==> src/rtl/dm_sequencer_pkg.sv <==
// dm_sequencer_pkg
//   Shared definitions for the data_mem sequencer: bus widths, instruction
//   field layout, data_in_sel encodings, FSM state encoding and the
//   write-back latency between an issued instruction and its wed strobe.
package dm_sequencer_pkg;

  localparam int DATA_WIDTH = 16;  // real/imag component width
  localparam int INST_WIDTH = 32;  // instruction width
  localparam int IM_DEPTH   = 16;  // instruction memory entries (power of 2)
  localparam int WB_LAT     = 6;   // 2 BRAM read + ALU pipe; must be >= 1

  // Instruction field layout: [23:16] src2, [15:8] src1, [7:0] dest.
  typedef struct packed {
    logic [7:0] rsvd;
    logic [7:0] src2;
    logic [7:0] src1;
    logic [7:0] dest;
  } dm_inst_t;

  // data_in_sel encodings.
  typedef enum logic [1:0] {
    SEL_LOAD  = 2'b00,  // wea
    SEL_SHIFT = 2'b01,  // web
    SEL_TX    = 2'b10,  // wec
    SEL_DROP  = 2'b11   // no strobe
  } dm_sel_e;

  typedef enum logic [2:0] {
    ST_IDLE  = 3'd0,
    ST_EXEC  = 3'd1,
    ST_DRAIN = 3'd2,
    ST_SHIFT = 3'd3,
    ST_DONE  = 3'd4
  } dm_state_e;

endpackage

==> src/rtl/dm_sequencer_wb_delay.sv <==
// dm_wb_delay
//   DEPTH-deep 1-bit shift register with synchronous clear. Delays the
//   instruction-valid strobe so the write-back strobe lines up with the
//   result leaving the BRAM read + ALU pipeline.
// Ports
//   clk   in  clock
//   rst   in  synchronous clear, active-high (drops pulses in flight)
//   din   in  strobe to delay
//   dout  out din delayed exactly DEPTH cycles
module dm_wb_delay #(
  parameter int DEPTH = 6
) (
  input  logic clk,
  input  logic rst,
  input  logic din,
  output logic dout
);

  logic [DEPTH-1:0] sr;

  always_ff @(posedge clk) begin
    if (rst) sr <= '0;
    else     sr <= (sr << 1) | DEPTH'(din);
  end

  assign dout = sr[DEPTH-1];

endmodule

==> src/rtl/dm_sequencer.sv <==
// dm_sequencer
//   Control stage directly upstream of data_mem. Registers load/shift/TX
//   words into data_mem, holds a small instruction memory and, on start,
//   issues its program one instruction per cycle, waits for the last
//   write-back, optionally streams shift_v for shift_len cycles, then pulses
//   done. wea/web/wec/wed are never high together: data words are only
//   accepted in IDLE and every wed lands before the run returns to IDLE.
// Ports
//   clk, rst                 clock, synchronous active-high reset
//   im_wr_v, im_wr_data      append instruction at im_wptr (IDLE only)
//   data_in_v/_sel/data_in   data word and its destination select
//   data_in_rdy              high only in IDLE (and not in reset)
//   start, shift_len         run request; shift_len sampled with start
//   wea, web, wec, dina      registered data_mem write strobes and data
//   wed                      write-back strobe, inst_v delayed WB_LAT cycles
//   rden, inst_v, inst       data_mem read enable and issued instruction
//   shift_v, done            shift-read valid, end-of-run pulse
//   state_dbg                current FSM state
//
// Handshake: a data word transfers in the cycle where data_in_v and
// data_in_rdy are both high; data_in_v without data_in_rdy is simply not
// taken (no strobe) and the sender is not required to hold it.
module dm_sequencer
  import dm_sequencer_pkg::*;
(
  input  logic                    clk,
  input  logic                    rst,
  input  logic                    im_wr_v,
  input  logic [INST_WIDTH-1:0]   im_wr_data,
  input  logic                    data_in_v,
  input  logic [1:0]              data_in_sel,
  input  logic [2*DATA_WIDTH-1:0] data_in,
  output logic                    data_in_rdy,
  input  logic                    start,
  input  logic [7:0]              shift_len,
  output logic                    wea,
  output logic                    web,
  output logic                    wec,
  output logic                    wed,
  output logic [2*DATA_WIDTH-1:0] dina,
  output logic                    rden,
  output logic                    inst_v,
  output logic [INST_WIDTH-1:0]   inst,
  output logic                    shift_v,
  output logic                    done,
  output dm_state_e               state_dbg
);

  localparam int PC_W = $clog2(IM_DEPTH);
  localparam int DR_W = $clog2(WB_LAT + 1);

  dm_state_e             state, state_nxt;
  logic [PC_W-1:0]       pc;
  logic [PC_W:0]         im_wptr;     // one extra bit so "full" is representable
  logic [DR_W-1:0]       drain_cnt;
  logic [7:0]            shift_cnt;   // holds latched shift_len until SHIFT
  logic [INST_WIDTH-1:0] im [IM_DEPTH];

  logic in_idle, data_xfer, im_wr_ok, last_inst;

  assign in_idle     = (state == ST_IDLE);
  assign data_in_rdy = in_idle & ~rst;
  assign data_xfer   = data_in_v & data_in_rdy;
  assign im_wr_ok    = in_idle & im_wr_v & (im_wptr != (PC_W+1)'(IM_DEPTH));
  assign last_inst   = ({1'b0, pc} == (im_wptr - 1'b1));
  assign state_dbg   = state;

  // State register and run counters.
  always_ff @(posedge clk) begin
    if (rst) begin
      state     <= ST_IDLE;
      pc        <= '0;
      im_wptr   <= '0;
      drain_cnt <= '0;
      shift_cnt <= '0;
    end else begin
      state <= state_nxt;
      if (im_wr_ok)         im_wptr   <= im_wptr + 1'b1;
      if (in_idle && start) shift_cnt <= shift_len;
      case (state)
        ST_EXEC: begin
          pc        <= pc + 1'b1;
          // Reloaded every issue cycle; the final load starts the drain.
          drain_cnt <= DR_W'(WB_LAT - 1);
        end
        ST_DRAIN: drain_cnt <= drain_cnt - 1'b1;
        ST_SHIFT: shift_cnt <= shift_cnt - 1'b1;
        ST_DONE: begin
          pc      <= '0;
          im_wptr <= '0;
        end
        default: ;
      endcase
    end
  end

  // Next-state logic.
  always_comb begin
    state_nxt = state;
    case (state)
      ST_IDLE:  if (start) state_nxt = (im_wptr != '0) ? ST_EXEC : ST_DONE;
      ST_EXEC:  if (last_inst) state_nxt = ST_DRAIN;
      ST_DRAIN: if (drain_cnt == '0)
                  state_nxt = (shift_cnt != 8'd0) ? ST_SHIFT : ST_DONE;
      ST_SHIFT: if (shift_cnt == 8'd1) state_nxt = ST_DONE;
      ST_DONE:  state_nxt = ST_IDLE;
      default:  state_nxt = ST_IDLE;
    endcase
  end

  // Moore outputs.
  always_comb begin
    rden    = 1'b0;
    inst_v  = 1'b0;
    shift_v = 1'b0;
    done    = 1'b0;
    case (state)
      ST_EXEC:  begin rden = 1'b1; inst_v = 1'b1; end
      ST_DRAIN: rden = 1'b1;
      ST_SHIFT: begin rden = 1'b1; shift_v = 1'b1; end
      ST_DONE:  done = 1'b1;
      default: ;
    endcase
  end

  assign inst = inst_v ? im[pc] : '0;

  // Instruction memory: distributed RAM, contents survive reset.
  always_ff @(posedge clk) begin
    if (im_wr_ok) im[im_wptr[PC_W-1:0]] <= im_wr_data;
  end

  // Data path: one registered strobe per accepted word, SEL_DROP gives none.
  always_ff @(posedge clk) begin
    if (rst) begin
      wea  <= 1'b0;
      web  <= 1'b0;
      wec  <= 1'b0;
      dina <= '0;
    end else begin
      wea <= data_xfer && (data_in_sel == SEL_LOAD);
      web <= data_xfer && (data_in_sel == SEL_SHIFT);
      wec <= data_xfer && (data_in_sel == SEL_TX);
      if (data_xfer) dina <= data_in;
    end
  end

  dm_wb_delay #(.DEPTH(WB_LAT)) u_wb_delay (
    .clk  (clk),
    .rst  (rst),
    .din  (inst_v),
    .dout (wed)
  );

endmodule

==> config.mk <==
export PLATFORM = sky130hd
export DESIGN_NAME = dm_sequencer
export DESIGN_NICKNAME = d
export VERILOG_FILES = /design/src/rtl/dm_sequencer_pkg.sv /design/src/rtl/dm_sequencer_wb_delay.sv /design/src/rtl/dm_sequencer.sv
export SDC_FILE = /design/constraint.sdc
export NUM_CORES = 1
export LEC_CHECK = 0
export ABC_AREA = 1
export CAP_MARGIN = 30
export CORE_MARGIN = 2
export CORE_UTILIZATION = 37
export CTS_CLUSTER_DIAMETER = 100
export CTS_CLUSTER_SIZE = 30
export DETAILED_ROUTE_END_ITERATION = 16
export GPL_ROUTABILITY_DRIVEN = 0
export GPL_TIMING_DRIVEN = 0
export PLACE_DENSITY = 0.57
export SKIP_LAST_GASP = 1
export SYNTH_ARGS = -nofsm -noshare
export SYNTH_HDL_FRONTEND = slang
export SYNTH_SLANG_ARGS = --single-unit
==> constraint.sdc <==
create_clock -name clk -period 6.6 [get_ports clk]
set_input_delay 1.32 -clock clk [delete_from_list [all_inputs] [get_ports clk]]
set_output_delay 1.32 -clock clk [all_outputs]
set_load 0.05 [all_outputs]
==> run summary, run 1 <==
Die footprint = 0.06430 mm²
Fillers = 5683
Switching part of the total power = 0.3627
Footprint of the multi-input gates = 0.005633 mm²
Min Tclk post-route = 5.655 ns
Post-DP Area = 0.02617 mm²
Reg2reg setup slack = 3.65 ns
# rows = 91
WP data required = 5.28 ns
Final Setup Violations = 0
RR Endpoint = im[2][7]
Antenna violations before repair = 0
Critical R2R Launch = im_wptr[0]
CTS Sinks = 580
Max-cap violations = 0
Syn_area_per_cell = 12.10 µm²
Slew @ Worst Pin = 1.055 ns
Mux cell area share after synthesis = 0
RSZ-0062 raised after global routing = no
Most common cell after layout, fill and taps aside = edfxtp_1
Fin Clk Skew = 0.05055 ns
Ys flop type = edfxtp_1
Nets = 2202
Mapped Cells = 1905
Post-Synth Adder-Cell Area = 0.005972
Most frequent cells in the layout = edfxtp_1 (512), nor2_1 (424), o21ai_0 (261), clkdlybuf4s50_1 (153), o211ai_1 (125)
Die height = 253.6 µm
Tightest Hold Check Type = reg2reg
First-pass DRT Iterations = 5
Slowest-stage cell, CP = clkdlybuf4s50_1
IO Pins = 155
Final Hold Viols = 0
Largest family of logic cells by synthesized area = compound AO/OA/AOI/OAI gates
Final period utilization = 0.8568
Sequential Area = 0.01674 mm²
Syn Std Cell Area = 0.02305 mm²
Worst setup path endpoint = inst[5]
Setup TNS = 0 ns
# DRC = 0
Clock buffer depth = 3
Post-synth cell types = 28
Logic pwr share = 0.319
IO Port Bufs = 153
Routed WL = 69860 µm
Initial Util = 0.3741
Crit path max-delay family = buffers and inverters
Worst-case reg-to-reg path depth = 8
Total gr overflow = 0
Share of cells above drive strength 1 = 0.05982
Routed len/inst = 23.59 µm
Arr. time, crit path = 4.33 ns
Critical Path End Type = primary output
Internal power = 5.891 mW
Register share of total power = 0.470
First-pass GRT wire length = 102600 µm
Post-Route Utilization = 0.4377
DR iter-0 viols = 1802
Synth warn = 0
Worst setup SP type = flip-flop
Psw = 3.353 mW
Postcts setup bufs = 0
Synth Area in XOR/XNOR = 0.0007601
CTS tree = built
VDD IR max = 0.2358 mV
Vias = 15900
Pin count of the biggest net entering global routing = 32
Register area share after synthesis = 0.7262
Clock Pin Slew Worst Setup and Hold Paths = 0.11 ns
Post-synth ARST share = 0
Cts repair resizes = 0
Core area = 0.06160 mm²
Root Buffer = clkbuf_16
EDFF count, synth = 512
Critical-path cell list = buf_2 > buf_2 > clkbuf_1 > o21ai_0 > o21ai_1 > o211ai_1 > a21oi_1 > clkdlybuf4s50_1
Crit path largest cell delay = 0.90 ns
Max FO, Critical Path = 10
Final cell count without fillers = 2961
Relative slew slack = 0.2964
Vias in the first global route = 15690
PD cells = 342.9 mW/mm²
Slew Viols, Final = 0
Syn nets = 1995
Inserted Clock Buffers = 24
Worst-Skew Late Latency = 0.62 ns
Critical path class = reg2out
H-tree depth = 1
Clock network power share = 0.211
Max Clk Rate = 0.1768 GHz
Fin area = 0.02696 mm²
Synth Area in Compound Gates = 0.1226
Leak pwr = 8.761 nW
Hold buffer count at cts = 0
Final ANT Viol Nets = 0
Simple-gate share of the synthesized area = 0.1102
P&R area growth vs syn = 16.98%
DR vias/cell = 5.369
Dpl hpwl = 46730 µm
Crit. path cell count = 8
Gr usage total = 0.2173
Status = finished clean
Critical Path Most Common Cell = buf_2
Flops & latches, synth = 580
Die Width = 253.6 µm
Critical path buffers and inverters = 4
Inst Count DP = 2922
[routing by layer]
layer / global-route usage / up-vias / wire [µm]
li1: - / 7253 / -
met5: 0 / - / 0
met4: 0.05748 / 0 / 1770
met1: 0.2952 / 7893 / 29730
met3: 0.03319 / 89 / 5020
met2: 0.3641 / 664 / 33340
[layout make-up]
type | instances | share of cell area
timing repair buffer | 181 | 0.07356
clock buffer | 28 | 0.02283
clock inverter | 9 | 0.005662
multi-input combinational | 1151 | 0.2089
buffer | 124 | 0.02232
antenna | 1 | 0.00009282
sequential | 580 | 0.6208
inverter | 50 | 0.006962
tap | 837 | 0.03885
[power groups by stage]
stage / Clock (mW) / Combinational [mW] / Sequential [mW]
CTS: 1.97 / 2.97 / 4.34
global placement: 0 / 2.87 / 4.44
global route: 2.09 / 3.20 / 4.37
floorplan: 0 / 1.58 / 4.61
detailed placement: 0 / 2.96 / 4.43
finish: 1.95 / 2.95 / 4.35
[Yosys cell counts, types with 3 or more instances]
| cell type | n | area, µm² |
|---|---|---|
| nand2_1 | 117 | 439.2 |
| buf_2 | 31 | 155.2 |
| nor3_1 | 9 | 45.04 |
| ha_1 | 11 | 137.6 |
| o21ai_0 | 261 | 1306 |
| nor2_1 | 437 | 1640 |
| o21ai_1 | 46 | 230.2 |
| a211oi_1 | 5 | 37.54 |
| buf_4 | 9 | 67.56 |
| nand3_1 | 78 | 390.4 |
| o22ai_1 | 3 | 18.77 |
| dfxtp_1 | 68 | 1361 |
| clkbuf_1 | 64 | 240.2 |
| inv_1 | 48 | 180.2 |
| o221ai_1 | 5 | 43.79 |
| o211ai_1 | 125 | 938.4 |
| buf_6 | 4 | 45.04 |
| buf_8 | 3 | 45.04 |
| a21oi_1 | 47 | 235.2 |
| buf_1 | 13 | 48.80 |
| edfxtp_1 | 512 | 15370 |
[worst min-delay path by stage]
| stage | from | end | depth (start not counted) |
|---|---|---|---|
| 6_report | u_wb_delay.sr[3] | u_wb_delay.sr[4] | 2 |
| 5_1_grt | u_wb_delay.sr[1] | u_wb_delay.sr[2] | 2 |
| 4_1_cts | u_wb_delay.sr[3] | u_wb_delay.sr[4] | 2 |
| 3_5_place_dp | u_wb_delay.sr[3] | u_wb_delay.sr[4] | 2 |
| 3_3_place_gp | u_wb_delay.sr[3] | u_wb_delay.sr[4] | 2 |
| 2_1_floorplan | u_wb_delay.sr[0] | u_wb_delay.sr[1] | 2 |
[cells by family after synthesis]
logic type | count (synthesis)
adders and majority gates | 11
and+or+nand+nor | 644
AOI/OAI and AO/OA | 494
xor gates and xnor gates | 2
buffers and inverters | 174
DFF | 580
[worst reg2reg max path, stage by stage, from the launching register on]
cell and delay [ns]:
dfxtp_1 0.46, inv_1 0.19, ha_1 0.26, nand2_1 0.16
o211ai_1 0.20, inv_1 0.16, nand2_1 0.25, nor2_4 0.69
buf_12 0.27
[registers in the layout, indices dropped and copies added, names as in the netlist, named ones only]
| signal | cells |
|---|---|
| pc | 4 |
| drain_cnt | 3 |
| shift_cnt | 8 |
| u_wb_delay.sr | 6 |
| state_dbg | 3 |
| wea | 1 |
| im | 512 |
| im_wptr | 5 |
| wec | 1 |
| web | 1 |
| dina | 32 |
[stage by stage]
stage / power [mW] / hold WS, ns / setup WS [ns]
floorplan: 6.187 / 0.3883 / 2.324
global route: 9.652 / 0.4363 / 0.8896
finish: 9.244 / 0.4117 / 0.9450
detailed placement: 7.381 / 0.3980 / 1.787
global placement: 7.303 / 0.4004 / -1.362
CTS: 9.281 / 0.4176 / 1.135
Power figures use the tool's default switching activity.
==> run 2, diff against run 1 <==
- DONT_BUFFER_PORTS: unset -> 1
- GPL_TIMING_DRIVEN: 0 -> unset
- PLACE_DENSITY: 0.57 -> 0.54
==> run 2 against run 1 <==
Against the previous run:
- total power shrank 7.0%
- largest power group unchanged
- setup slack gained 0.61 ns
- utilization shrank 3.2 points
- cell count shrank 7.9%
- clock skew shrank 0.026 ns
- fmax grew 12%
- routed wire length shrank 18%
==> run summary, run 2 (synthesis gave the netlist of run 1 again) <==
Final period utilization = 0.7649 (-0.09187)
Inserted Clock Buffers = 25 (+4.2%)
RR Endpoint = im[2][27]
Die footprint = 0.06430 mm² (unchanged)
H-tree depth = 1 (unchanged)
Worst-case reg-to-reg path depth = 9 (+1)
Routed WL = 56970 µm (-18%)
Dpl hpwl = 29590 µm (-37%)
Slowest-stage cell, CP = dfxtp_4
Gr usage total = 0.1753 (-0.04197)
Status = finished clean
Worst setup path endpoint = inst[18]
Psw = 2.993 mW (-11%)
WP data required = 5.28 ns (about the same)
Critical path class = reg2out
Vias = 14330 (-9.9%)
Max FO, Critical Path = 80 (+70)
Final ANT Viol Nets = 0 (unchanged)
Final Setup Violations = 0 (unchanged)
Worst setup SP type = flip-flop
Fin Clk Skew = 0.02485 ns (-0.02570 ns)
Setup TNS = 0 ns (unchanged)
Die height = 253.6 µm (unchanged)
CTS tree = built
Core area = 0.06160 mm² (unchanged)
Initial Util = 0.3741 (unchanged)
Clock buffer depth = 3 (unchanged)
Clock Pin Slew Worst Setup and Hold Paths = 0.11 ns (about the same)
Most frequent cells in the layout = edfxtp_1 (512), nor2_1 (424), o21ai_0 (261), o211ai_1 (125), nand2_1 (117)
# diodes = 0 (-1)
IO Pins = 155 (unchanged)
HP Start = u_wb_delay.sr[0]
Switching part of the total power = 0.3480 (-0.01474)
Logic pwr share = 0.241 (-0.078)
DR vias/cell = 5.256 (-2.1%)
P&R area growth vs syn = 8.551%
Post-DP Area = 0.02421 mm² (-7.5%)
Hold buffer count at cts = 0 (unchanged)
Max-cap violations = 0 (unchanged)
Final Hold Viols = 0 (unchanged)
Nets = 1968 (-11%)
Critical R2R Launch = state_dbg[1]
# DRC = 0 (unchanged)
Fin area = 0.02502 mm² (-7.2%)
Slew Viols, Final = 0 (unchanged)
Die Width = 253.6 µm (unchanged)
Total gr overflow = 0 (unchanged)
CTS Sinks = 580 (unchanged)
Internal power = 5.607 mW (-4.8%)
VDD IR max = 0.2201 mV (-6.7%)
Crit path largest cell delay = 0.60 ns (-0.30 ns)
WL met3 = 3393 µm (-32%)
Max reg flops = 512 (unchanged)
Arr. time, crit path = 3.73 ns (-0.60 ns)
Register share of total power = 0.536 (+0.066)
# rows = 91 (unchanged)
Leak pwr = 8.101 nW (-7.5%)
IO Port Bufs = 0 (-100%)
Postcts setup bufs = 0 (unchanged)
Root Buffer = clkbuf_16
Share of cells above drive strength 1 = 0.06988 (+0.01006)
Worst-Skew Late Latency = 0.61 ns (about the same)
First-pass GRT wire length = 85640 µm (-17%)
Critical Path Most Common Cell = buf_4
Critical Path End Type = primary output
Min Tclk post-route = 5.049 ns (-0.6064 ns)
Wire length on met1 = 25070 µm (-16%)
Relative slew slack = 0.3303 (+0.03386)
Reg2reg setup slack = 3.25 ns (-0.40 ns)
First-pass DRT Iterations = 5 (unchanged)
Vias in the first global route = 13850 (-12%)
Cts repair resizes = 0 (unchanged)
Top sig layer = met4
Routed len/inst = 20.90 µm (-11%)
PD cells = 343.8 mW/mm² (+0.26%)
Antenna violations before repair = 0 (unchanged)
Pin count of the biggest net entering global routing = 99 (+210%)
Clock network power share = 0.222 (+0.011)
RSZ-0062 raised after global routing = no
Max Clk Rate = 0.1981 GHz (+12%)
Most common cell after layout, fill and taps aside = edfxtp_1
Slew @ Worst Pin = 1.001 ns (-0.05449 ns)
Fillers = 5791 (+1.9%)
DR iter-0 viols = 1156 (-36%)
Critical-path cell list = inv_6 > buf_16 > buf_4 > o21ai_0 > o211ai_1 > nand3_1 > a21oi_1 > buf_4
Tightest Hold Check Type = reg2reg
WL met2 = 27610 µm (-17%)
-- run 2: cell types whose count changed in the layout (fill, tap and decap cells not counted), moves of 8 or more --
cell / previous run / this run
buf_1: 13 / 0
buf_12: 12 / 1
buf_2: 31 / 0
buf_4: 10 / 65
buf_6: 13 / 0
buf_8: 8 / 0
clkbuf_1: 68 / 3
clkdlybuf4s50_1: 153 / 0
-- run 2: power by group through the flow --
stage / clock network [mW] / logic (mW) / registers, mW
floorplan: 0 / 1.58 / 4.61
global placement: 0 / 2.02 / 4.70
detailed placement: 0 / 2.08 / 4.70
CTS: 1.97 / 2.09 / 4.62
global route: 2.08 / 2.32 / 4.65
finish: 1.91 / 2.08 / 4.61
-- run 2: critical path: cells and delay by family, from the launching register on --
kind | cells | cell delay [ns]
simple gates | 1 | 0.11
flops | 1 | 0.60
compound gates | 3 | 0.60
buf+inv | 4 | 1.69
-- run 2: per-layer routing --
metal / vias to the layer above / track usage
met5: - / 0
met4: 0 / 0.03161
met3: 44 / 0.03104
met2: 370 / 0.3022
met1: 7137 / 0.2339
li1: 6776 / -
-- run 2: stage by stage --
stage | setup WS [ns] | util | power [mW] | hold WS, ns | instances
2_1_floorplan | 2.324 | - | 6.187 | 0.3883 | 1905
3_3_place_gp | 1.993 | 0.3913 | 6.717 | 0.4027 | 2682
3_5_place_dp | 2.037 | 0.3931 | 6.780 | 0.3945 | 2687
4_1_cts | 1.366 | 0.4057 | 8.670 | 0.4159 | 2725
5_1_grt | 1.231 | 0.4061 | 9.039 | 0.4364 | 2726
6_report | 1.551 | 0.4061 | 8.600 | 0.4138 | 2726
-- run 2: worst min path at each step --
stage,end,cells past startpoint
final,u_wb_delay.sr[1],2
after global routing,u_wb_delay.sr[4],2
after floorplan,u_wb_delay.sr[1],2
after CTS,u_wb_delay.sr[4],2
after global placement,u_wb_delay.sr[1],2
after detailed placement,u_wb_delay.sr[4],2
-- run 2: layout make-up --
type | count | area (µm²) | share of cell area
clock buffer | 28 | 636.9 | 0.02546
clock inverter | 10 | 140.1 | 0.005602
inverter | 50 | 192.7 | 0.007702
multi-input combinational | 1151 | 5633 | 0.2252
sequential | 580 | 16750 | 0.6695
tap | 837 | 1047 | 0.04186
timing repair buffer | 70 | 618.1 | 0.02471
